`config.mk`:
```
export PLATFORM = sky130hd
export DESIGN_NAME = download_tx
export DESIGN_NICKNAME = d
export VERILOG_FILES = /design/src/rtl/download_tx.sv
export SDC_FILE = /design/constraint.sdc
export NUM_CORES = 1
export LEC_CHECK = 0
export CAP_MARGIN = 20
export CORE_AREA = 2 2 116 129
export CTS_CLUSTER_SIZE = 20
export DETAILED_ROUTE_END_ITERATION = 10
export DIE_AREA = 0 0 118 131
export GPL_TIMING_DRIVEN = 1
export SETUP_SLACK_MARGIN = 0.2
export SYNTH_ARGS = -nofsm -noshare
export SYNTH_HDL_FRONTEND = slang
export SYNTH_SLANG_ARGS = --single-unit
```
`constraint.sdc`:
```
create_clock -name clk -period 4.55 [get_ports clk]
set_input_delay 0.6825 -clock clk [delete_from_list [all_inputs] [get_ports clk]]
set_output_delay 0.6825 -clock clk [all_outputs]
set_load 0.02 [all_outputs]
```
`src/rtl/download_tx.sv`:
```
// UART 8N1 memory dump transmitter: sends a 16-bit length header (high byte
// first) followed by N bytes read from memory starting at address 0.
module download_tx #(
    parameter int unsigned CLOCK_RATE = 25175000,
    parameter int unsigned BAUD_RATE  = 9600
) (
    input  logic        clk,
    input  logic        reset,
    input  logic        clk_enable,
    input  logic        start,
    input  logic [15:0] length,
    input  logic [7:0]  rd_data,
    output logic        re,
    output logic [31:0] addr,
    output logic        tx,
    output logic        busy,
    output logic        done
);

    localparam int unsigned BAUD_DIV = CLOCK_RATE / BAUD_RATE;
    localparam int unsigned BW       = (BAUD_DIV > 2) ? $clog2(BAUD_DIV) : 1;
    localparam logic [BW-1:0] BAUD_LAST = BW'(BAUD_DIV - 1);

    typedef enum logic [2:0] {
        IDLE,
        LOAD,
        LATCH,
        SEND,
        FINISH
    } state_t;

    typedef enum logic [1:0] {
        HDR_HI,
        HDR_LO,
        DATA
    } phase_t;

    state_t        state_q, state_d;
    phase_t        phase_q, phase_d;
    logic [15:0]   count_q, count_d;
    logic [31:0]   addr_q,  addr_d;
    logic [7:0]    shift_q, shift_d;
    logic [3:0]    bit_q,   bit_d;
    logic [BW-1:0] baud_q,  baud_d;
    logic          done_q,  done_d;
    logic [9:0]    frame;

    always_ff @(posedge clk) begin
        if (reset) begin
            state_q <= IDLE;
            phase_q <= HDR_HI;
            count_q <= '0;
            addr_q  <= '0;
            shift_q <= '0;
            bit_q   <= '0;
            baud_q  <= '0;
            done_q  <= 1'b0;
        end else if (clk_enable) begin
            state_q <= state_d;
            phase_q <= phase_d;
            count_q <= count_d;
            addr_q  <= addr_d;
            shift_q <= shift_d;
            bit_q   <= bit_d;
            baud_q  <= baud_d;
            done_q  <= done_d;
        end
    end

    always_comb begin
        state_d = state_q;
        phase_d = phase_q;
        count_d = count_q;
        addr_d  = addr_q;
        shift_d = shift_q;
        bit_d   = bit_q;
        baud_d  = baud_q;
        done_d  = done_q;
        case (state_q)
            IDLE: begin
                if (start) begin
                    count_d = length;
                    addr_d  = '0;
                    done_d  = 1'b0;
                    phase_d = HDR_HI;
                    state_d = LOAD;
                end
            end
            LOAD: state_d = LATCH;
            LATCH: begin
                // count_q still holds the full length while headers are sent
                case (phase_q)
                    HDR_HI:  shift_d = count_q[15:8];
                    HDR_LO:  shift_d = count_q[7:0];
                    default: begin
                        shift_d = rd_data;
                        addr_d  = addr_q + 32'd1;
                        count_d = count_q - 16'd1;
                    end
                endcase
                baud_d  = '0;
                bit_d   = '0;
                state_d = SEND;
            end
            SEND: begin
                if (baud_q == BAUD_LAST) begin
                    baud_d = '0;
                    if (bit_q == 4'd9) begin
                        if (phase_q == HDR_HI) begin
                            phase_d = HDR_LO;
                            state_d = LOAD;
                        end else if (count_q != 16'd0) begin
                            phase_d = DATA;
                            state_d = LOAD;
                        end else begin
                            done_d  = 1'b1;
                            state_d = FINISH;
                        end
                    end else begin
                        bit_d = bit_q + 4'd1;
                    end
                end else begin
                    baud_d = baud_q + BW'(1);
                end
            end
            FINISH: state_d = IDLE;
            default: state_d = IDLE;
        endcase
    end

    assign frame = {1'b1, shift_q, 1'b0};
    assign tx    = (state_q == SEND) ? frame[bit_q] : 1'b1;
    assign re    = (state_q == LOAD) && (phase_q == DATA) && clk_enable;
    assign busy  = (state_q == LOAD) || (state_q == LATCH) || (state_q == SEND);
    assign addr  = addr_q;
    assign done  = done_q;

endmodule

```
==> out/results.md <==
Global route
* **antenna violations before repair** 0
* **remaining global-route overflow** 0
* **pin count of the biggest net entering global routing** 37
* **combined global-route utilization of all metal layers** 14.1%
* **global-route wire length before repair** 17800 microns
* **vias in the first global route** 3805

Synthesis
* **main area contributors after synthesis** sky130_fd_sc_hd__dfxtp_1 38%, sky130_fd_sc_hd__nand2_1 6.5%, sky130_fd_sc_hd__xor2_1 5.7%
* **Cell variety after synth** 54
* **mean cell area of the mapped netlist** 7.83 sq um
* **most frequent cells after synthesis** 78 x sky130_fd_sc_hd__dfxtp_1, 72 x sky130_fd_sc_hd__nand2_1, 61 x sky130_fd_sc_hd__nor2_1
* **most frequent cell after synthesis** sky130_fd_sc_hd__dfxtp_1
* **Ys Warns** 0
* **Post-Syn Instances** 529
* **Syn Nets** 564
* **number of enable flip-flop cells after synthesis** 0
* **FFs w/ async S/R, synth** 0%
* **sequential element share of the synthesized area** 37.7%
* **synthesis-stage register bit count** 78
* **most used flip-flop cell after synthesis** sky130_fd_sc_hd__dfxtp_1
* **proportion of netlist area held by the largest area contributor** 37.7%
* **combined area of all synthesized cells** 0.00414 sq mm
* **cell taking the most area after synthesis** sky130_fd_sc_hd__dfxtp_1

CTS
* **cell at the root of the clock tree** sky130_fd_sc_hd__clkbuf_16
* **maximum clock insertion buffer count** 2
* **clock sink count** 78
* **hold bufs inserted after CTS** 0
* **maximum level of the CTS H-tree** 3
* **post-CTS setup repair buffer count** 0
* **register clock-pin slew on the reported worst setup and hold paths** 0.06 ns
* **Resize count post-CTS** 0
* **clock latency reported for the late side of the worst-skew pair** 0.34 ns
* **CTS tree** yes
* **TritonCTS Buffers** 9

Die
* **IO Count** 64
* **Die Footprint** 0.0155 sq mm
* **height of the chip** 131 microns
* **Rows** 46
* **initial cell density of the core** 29.1%
* **placeable core region** 0.0142 sq mm
* **die width** 118 microns

Place
* **routability congestion estimate** 0.820
* **detailed-placement wirelength estimate** 7760 microns
* **count of input and output buffers** 63

Worst setup path
* **critical path required time** 3.87 ns
* **Worst Path Class, Setup** reg2out
* **startpoint type of the worst setup path** register
* **crit end category** output pin
* **worst-path fanout max** 24
* **WP data arrival** 2.31 ns

Detailed routing
* **detailed-routed wire length on met2** 5180 microns
* **routed metal-1 wirelength** 4850 microns
* **highest routed layer** met4
* **TritonRoute pass-1 iters** 4
* **length of routed met3 wiring** 542 microns
* **total routed wirelength** 10700 microns
* **average vias per placed instance** 5.05
* **initial drt markers** 319
* **routed via count** 3921
* **number of nets with antenna violations after routing** 0
* **Wirelength per Cell** 13.8 microns
* **drc violations** 0

Timing
* **Layout Skew** 0.0118 ns
* **final critical-path share of the clock period** 65.8%
* **Sum Neg Setup Slack** 0 ns
* **final critical path time including I/O delays and setup** 3.00 ns
* **total of endpoints with negative setup slack in the final report** 0
* **final-report max-slew violation count** 0
* **hold violation total from the final report** 0
* **upper clock frequency limit** 0.334 GHz
* **Worst Tran Pin Value** 1.02 ns
* **setup repair after global routing missed its margin** false
* **Max transition margin** 31.7%

Pwr
* **part of the total power dissipated in sequential elements** 45.7%
* **clock network fraction of design power** 44.8%
* **cell-internal power** 1.16 mW
* **switch share** 25.6%
* **switching pwr** 0.400 mW
* **Combinational Power Share** 9.5%
* **PwrDens** 298 mW/mm^2
* **Overall Power** 1.56 mW
* **reported leakage power** 1.72 nW
* **Max rail drop VDD** 0.171 mV

Hold path
* **path class of the lowest-slack min-delay path** reg2reg

Flow run
* **Max-cap violations** 0

Run status
* **outcome** complete, no violations

Layout
* **footprint of the multi-input gates** 0.00242 sq mm
* **number of nets in the layout** 615
* **storage element area** 0.00156 sq mm
* **antenna diode instance count** 0
* **fill count** 1506
* **Area Growth Syn to Fin** 26.6%
* **layout cell share with drive strength beyond 1** 6.15%

## per-stage QoR
stage / hold WS [ns] / setup WS (ns) / std cells / instance area (sq um) / utilization (%)
final: 0.455 / 1.55 / 777 / 5240 / 36.9
after CTS: 0.456 / 1.54 / 777 / 5240 / 36.9
after global routing: 0.482 / 1.41 / 777 / 5240 / 36.9
after detailed placement: 0.447 / 1.27 / 761 / 4950 / 34.8
after floorplan: 0.433 / 2.46 / 529 / 4140 / -
after global placement: 0.443 / 1.37 / 760 / 4940 / 34.8
## kinds of logic (layout without fill, tap and decap cells)
logic type / count (synthesis) / after routing / share of synthesized area [%]
AOI/OAI and AO/OA: 110 / 110 / 15.8
adders and majority gates: 7 / 7 / 2.11
muxes: 11 / 11 / 2.99
buffers and inverters: 43 / 99 / 4.02
xor gates and xnor gates: 35 / 35 / 7.40
DFF: 78 / 78 / 37.7
and+or+nand+nor: 245 / 245 / 29.9
## layer usage
metal / vias to the layer above / track usage [%]
met3: 12 / 3.17
met2: 106 / 25.0
met4: 0 / 5.03
met1: 1820 / 16.9
li1: 1983 / -
met5: - / 0
## layout by cell type (no fill, tap or decap), drive strengths merged, types with 7 or more instances in the layout
cell | Yosys | final
a211oi | 8 | 8
nand4 | 20 | 20
o21ai | 33 | 33
mux2i | 9 | 9
a21oi | 37 | 37
xnor2 | 8 | 8
inv | 13 | 15
a31oi | 7 | 7
clkbuf | 24 | 11
dfxtp | 78 | 78
buf | 6 | 7
nand2 | 72 | 72
nor3 | 16 | 16
clkdlybuf4s50 | 0 | 63
xor2 | 27 | 27
nor4 | 9 | 9
nand3 | 20 | 20
ha | 7 | 7
nor2 | 61 | 61
or3 | 10 | 10
## sequential cells by signal, summed over array words and instances (netlist names)
signal   flops
done         1
count_q     16
bit_q        4
shift_q      8
state_q      3
phase_q      2
addr        32
baud_q      12
## power by group through the flow
stage / logic [mW] / registers (mW) / clock network, mW
4_1_cts: 0.149 / 0.712 / 0.715
5_1_grt: 0.164 / 0.715 / 0.745
3_5_place_dp: 0.149 / 0.727 / 0
6_report: 0.149 / 0.713 / 0.700
3_3_place_gp: 0.147 / 0.727 / 0
2_1_floorplan: 0.0998 / 0.719 / 0
## cell type report
class	instances	area share [%]
Timing Repair Buffer	70	13.0
Sequential cell	78	29.8
Tap cell	192	4.58
Multi-Input combinational cell	408	46.1
Clock inverter	5	0.764
Inverter	13	0.931
Clock buffer	11	4.82
## worst max-delay path, stage by stage (launching register included)
cell and delay [ns]:
sky130_fd_sc_hd__dfxtp_1 0.85, sky130_fd_sc_hd__nor2b_1 0.23, sky130_fd_sc_hd__and2_1 0.20, sky130_fd_sc_hd__o211ai_1 0.14
sky130_fd_sc_hd__clkdlybuf4s50_1 0.56
## final timing paths
| path | from | to | slack, ns | cells after the start |
|---|---|---|---|---|
| setup / recovery | state_q[1] | tx | 1.55 | 4 |
| hold / removal | shift_q[0] | shift_q[0] | 0.45 | 2 |
| setup reg to reg | state_q[1] | addr[27] | 1.76 | 5 |
| hold reg to reg | shift_q[0] | shift_q[0] | 0.45 | 2 |
No activity file was read; power rests on OpenSTA's default activity.
